`src/rtl/fb_pkg.sv`:
```
// fb_pkg: shared frame-buffer scheduler types and default frame geometry
package fb_pkg;
   typedef enum logic [1:0] {WAIT, CLEAR, GRANT} fb_sched_state_t;
   localparam int HOR_ACTIVE_PIXELS = 640;
   localparam int VER_ACTIVE_PIXELS = 480;
   localparam int PIXELS = HOR_ACTIVE_PIXELS*VER_ACTIVE_PIXELS;
endpackage

```
`src/rtl/fb_write_scheduler.sv`:
```
// fb_write_scheduler: shares the frame_buffer write port between producers, latching the source at swap; FB_WRITE_SCHEDULER_CLEAR_EN adds a zero-fill CLEAR state
module fb_write_scheduler
   import fb_pkg::*;
#(
   parameter int NUM_SRC           = 2,
   parameter int HOR_ACTIVE_PIXELS = 640,
   parameter int VER_ACTIVE_PIXELS = 480,
   parameter int ADDR_WIDTH        = $clog2(HOR_ACTIVE_PIXELS*VER_ACTIVE_PIXELS),
   parameter int OVR_WIDTH         = 8
) (
   input  logic                          clk,
   input  logic                          rst_n,
   input  logic                          ce,
   input  logic [$clog2(NUM_SRC)-1:0]    sel,
   input  logic                          swap,
   input  logic [NUM_SRC-1:0]            src_wr_en,
   input  logic [NUM_SRC*ADDR_WIDTH-1:0] src_wr_addr,
   input  logic [NUM_SRC-1:0]            src_wr_data,
   input  logic [NUM_SRC-1:0]            src_done,
   output logic [NUM_SRC-1:0]            src_gnt,
   output logic                          fb_wr_en,
   output logic [ADDR_WIDTH-1:0]         fb_wr_addr,
   output logic                          fb_wr_data,
   output logic                          busy,
   output logic [$clog2(NUM_SRC)-1:0]    cur_src,
   output logic [OVR_WIDTH-1:0]          overrun_cnt
);
   localparam int SW = $clog2(NUM_SRC);
   fb_sched_state_t state_q, state_d;
   logic [SW-1:0] cur_src_q, cur_src_d;
   logic [OVR_WIDTH-1:0] ovr_q, ovr_d;
   logic [ADDR_WIDTH-1:0] fb_addr_q, fb_addr_d;
   logic fb_en_q, fb_en_d, fb_data_q, fb_data_d;
   logic done_cur, accept, overrun;
`ifdef FB_WRITE_SCHEDULER_CLEAR_EN
   localparam int PIX = HOR_ACTIVE_PIXELS*VER_ACTIVE_PIXELS;
   logic first_q, first_d;
   logic [ADDR_WIDTH-1:0] clr_addr_q, clr_addr_d;
`endif
   always_comb begin
      done_cur  = src_done[cur_src_q];
      // done and swap together behave like a swap arriving in WAIT
      accept    = ce && swap && (state_q == WAIT || (state_q == GRANT && done_cur));
      overrun   = ce && swap && state_q != WAIT && !accept;
      state_d   = state_q;
      cur_src_d = cur_src_q;
      ovr_d     = (overrun && ovr_q != '1) ? ovr_q + 1'b1 : ovr_q;
      fb_en_d   = 1'b0;
      fb_addr_d = fb_addr_q;
      fb_data_d = fb_data_q;
`ifdef FB_WRITE_SCHEDULER_CLEAR_EN
      first_d    = first_q;
      clr_addr_d = clr_addr_q;
      if (ce && state_q == CLEAR) begin
         fb_en_d    = 1'b1;
         fb_addr_d  = clr_addr_q;
         fb_data_d  = 1'b0;
         clr_addr_d = (clr_addr_q == ADDR_WIDTH'(PIX-1)) ? '0 : clr_addr_q + 1'b1;
         state_d    = (clr_addr_q == ADDR_WIDTH'(PIX-1)) ? GRANT : CLEAR;
      end
`endif
      if (ce && state_q == GRANT) begin
         fb_en_d   = src_wr_en[cur_src_q];
         fb_addr_d = src_wr_addr[cur_src_q*ADDR_WIDTH +: ADDR_WIDTH];
         fb_data_d = src_wr_data[cur_src_q];
         state_d   = done_cur ? WAIT : GRANT;
      end
      if (accept) begin
         cur_src_d = sel;
`ifdef FB_WRITE_SCHEDULER_CLEAR_EN
         state_d = (first_q || sel != cur_src_q) ? CLEAR : GRANT;
         first_d = 1'b0;
`else
         state_d = GRANT;
`endif
      end
   end
   always_ff @(posedge clk or negedge rst_n) begin
      if (!rst_n) begin
         state_q   <= WAIT;
         cur_src_q <= '0;
         ovr_q     <= '0;
         fb_en_q   <= 1'b0;
         fb_addr_q <= '0;
         fb_data_q <= 1'b0;
`ifdef FB_WRITE_SCHEDULER_CLEAR_EN
         first_q    <= 1'b1;
         clr_addr_q <= '0;
`endif
      end else begin
         state_q   <= state_d;
         cur_src_q <= cur_src_d;
         ovr_q     <= ovr_d;
         fb_en_q   <= fb_en_d;
         fb_addr_q <= fb_addr_d;
         fb_data_q <= fb_data_d;
`ifdef FB_WRITE_SCHEDULER_CLEAR_EN
         first_q    <= first_d;
         clr_addr_q <= clr_addr_d;
`endif
      end
   end
   assign src_gnt     = (state_q == GRANT) ? {{(NUM_SRC-1){1'b0}}, 1'b1} << cur_src_q : '0;
   assign fb_wr_en    = fb_en_q;
   assign fb_wr_addr  = fb_addr_q;
   assign fb_wr_data  = fb_data_q;
   assign busy        = state_q != WAIT;
   assign cur_src     = cur_src_q;
   assign overrun_cnt = ovr_q;
endmodule

```
`config.mk`:
```
export PLATFORM = sky130hd
export DESIGN_NAME = fb_write_scheduler
export DESIGN_NICKNAME = d
export VERILOG_FILES = /design/src/rtl/fb_pkg.sv /design/src/rtl/fb_write_scheduler.sv
export SDC_FILE = /design/constraint.sdc
export NUM_CORES = 1
export LEC_CHECK = 0
export BUFFER_PORTS_ARGS = -buffer_cell sky130_fd_sc_hd__buf_2
export CAP_MARGIN = 20
export CORE_MARGIN = 5
export CORE_UTILIZATION = 47
export DETAILED_ROUTE_END_ITERATION = 7
export PLACE_DENSITY = 0.84
export SKIP_CTS_REPAIR_TIMING = 1
export SYNTH_ARGS = -nofsm -noshare
export SYNTH_HDL_FRONTEND = slang
export SYNTH_SLANG_ARGS = --single-unit
```
`constraint.sdc`:
```
create_clock -name clk -period 2.6 [get_ports clk]
set_clock_uncertainty 0.1 [all_clocks]
set_input_delay 0.26 -clock clk [delete_from_list [all_inputs] [get_ports clk]]
set_output_delay 0.26 -clock clk [all_outputs]
set_load 0.05 [all_outputs]
```
==> out/metrics.cfg <==
[detailed_routing]
remaining_drc_errors = 0
antenna_left = 0
wirelength_mm = 3.52
dr.pass1.iters = 4
wl_per_cell_um = 13.0
vias = 1319
vias_per_cell = 4.89
drt-initial-drc-count = 20

[timing]
relSlewSlack_pct = 55.4
hold_ws_ns = 0.108
hold_viol = 0
rsz0062_at_grt = false
fin_tns_setup_ns = 0
setup_viol = 0
period_share_pct = 72.6
max_freq_mhz = 530
period_needed_ns = 1.89
drv_slew = 0
worst_slew_pin_slew_ns = 0.669
timing.final.ws_setup_ns = 0.713

[layout]
drive_gt1_share_pct = 42.5
stdcell_count = 270
layout.nets = 277
layout_common_cells = buf_2 (81), dfrtp_1 (31), nor2_1 (23), mux2i_1 (23), a21oi_1 (23)
syn_to_final_growth_pct = 32.4
antennaDiodeCount = 0
final_common_cell = buf_2

[global_route]
grt_pass1_wl_mm = 5.51
track_usage_pct = 16.7
gr-total-overflow = 0
antenna_found_initial = 0
grt_max_degree = 32
grt_pass1_vias = 1221

[floorplanning]
coreArea_um2 = 3050
rows = 20
start_util_pct = 49.3
die_w_um = 66.6
die_h_um = 66.6
die_area_um2 = 4430
pin_count = 82

[synth]
synthCells = 143
yosys_warnings = 0
ys_types = 26
synth_seq_area_share_pct = 51.6
synthesis.area_um2 = 1500
ys_ff_latch = 31
syn_avg_cell_area_um2 = 10.5
syn-num-nets = 193

[cts]
cts_sinks = 31
cts_made_buffers = 5
cts_root_buffer = clkbuf_4
clk_path_buf_depth = 2
insertion_delay_ns = 0.31
tritoncts = done
cts_max_level = 2
clkTransAtPathRegs_ns = 0.08

[pwr]
powerDensity_nw_per_um2 = 865
irDropWorstVdd_uv = 583
total_power_mw = 1.72
leakagePower_nw = 0.983

[setup_path]
end_kind = output pin
worstSetupPathType = register to output pin
start_kind = register
cp.required_ns = 2.24
worstPathArrival_ns = 1.53
crit_fanout = 25

[placement]
globalplace.congestion = 0.746
place_worst_setup_slack_ns = 0.860
port_buffers = 81
hpwl_mm = 2.84
dp.cells = 263

[status]
status = complete, no violations

[run]
maxCapViolations = 0

[worst_hold_path]
hp-class = input port to register

## registers in the layout (all words and copies together) (netlist names)
signal / flops
fb_wr_en: 1
fb_wr_addr: 19
state_q: 1
cur_src: 1
overrun_cnt: 8
fb_wr_data: 1
## where the power goes
| part | internal (mW) | switching, mW | total [mW] |
|---|---|---|---|
| Combinational | 0.221 | 0.604 | 0.824 |
| Clock | 0.0960 | 0.138 | 0.234 |
| Sequential | 0.591 | 0.0738 | 0.665 |
| Total | 0.907 | 0.815 | 1.72 |
## final timing paths
| check | start | cells past startpoint | slack (ns) | end |
|---|---|---|---|---|
| min | sel | 3 | 0.11 | cur_src$_DFFE_PN0P_ |
| max | cur_src$_DFFE_PN0P_ | 4 | 0.71 | src_gnt[1] |
| min reg2reg | overrun_cnt[6]$_DFFE_PN0P_ | 1 | 0.42 | overrun_cnt[6]$_DFFE_PN0P_ |
| max reg2reg | state_q[1]$_DFFE_PN0P_ | 5 | 0.91 | overrun_cnt[1]$_DFFE_PN0P_ |
| max in group asynchronous | rst_n | 2 | 1.55 | fb_wr_addr[17]$_DFFE_PN0P_ |
| min in group asynchronous | rst_n | 2 | 0.41 | state_q[1]$_DFFE_PN0P_ |
## through the flow
step	area, um^2	util, %
2_1_floorplan	1500	-
3_5_place_dp	1940	63.5
5_1_grt	1990	65.2
3_3_place_gp	1940	63.5
6_report	1990	65.2
4_1_cts	1980	64.9
## synth_stat cells
master	n	area [um^2]
and2_1	1	6.26
a21oi_1	23	115
ha_1	1	12.5
nor2b_4	1	13.8
mux2_2	2	22.5
a31oi_1	1	6.26
nand4_1	2	12.5
clkbuf_1	4	15.0
nor2_1	23	86.3
xor2_1	2	17.5
buf_6	2	22.5
nor3_2	2	20.0
mux2i_1	23	230
and2b_1	1	7.51
nor2b_1	1	6.26
dfrtp_1	31	776
mux2_4	1	15.0
and3_2	1	7.51
inv_1	3	11.3
nand3_1	2	10.0
o211ai_1	2	15.0
xnor2_1	2	17.5
and3_1	3	18.8
buf_2	2	10.0
nand2_1	5	18.8
o21ai_0	2	10.0
## cell type report
| cell class | count | area, um^2 |
|---|---|---|
| Fill cell | 278 | 1060 |
| Sequential cell | 31 | 776 |
| Multi-Input combinational cell | 101 | 669 |
| Timing Repair Buffer | 85 | 438 |
| Tap cell | 44 | 55.1 |
| Clock buffer | 6 | 41.3 |
| Inverter | 3 | 11.3 |
## kinds of logic after synthesis
logic type	share of synthesized area, %
muxes	17.8
and+or+nand+nor	13.8
AOI/OAI and AO/OA	9.73
xor gates and xnor gates	2.33
adders and majority gates	0.832
buffers and inverters	3.91
DFF	51.6
## worst max-delay path: stages, from the launching register on
cell and delay [ns]:
dfrtp_1 0.37, buf_4 0.37, inv_1 0.11, nor2_1 0.11, buf_2 0.26
## layer usage
| layer | GRT usage (%) | wire length, um | share of wire (%) |
|---|---|---|---|
| met1 | 19.5 | 1440 | 41 |
| met2 | 29.0 | 1770 | 50 |
| met5 | 0 | 0 | 0 |
| met3 | 4.05 | 259 | 7.4 |
| met4 | 6.85 | 47 | 1.3 |
Power figures use the tool's default switching activity.
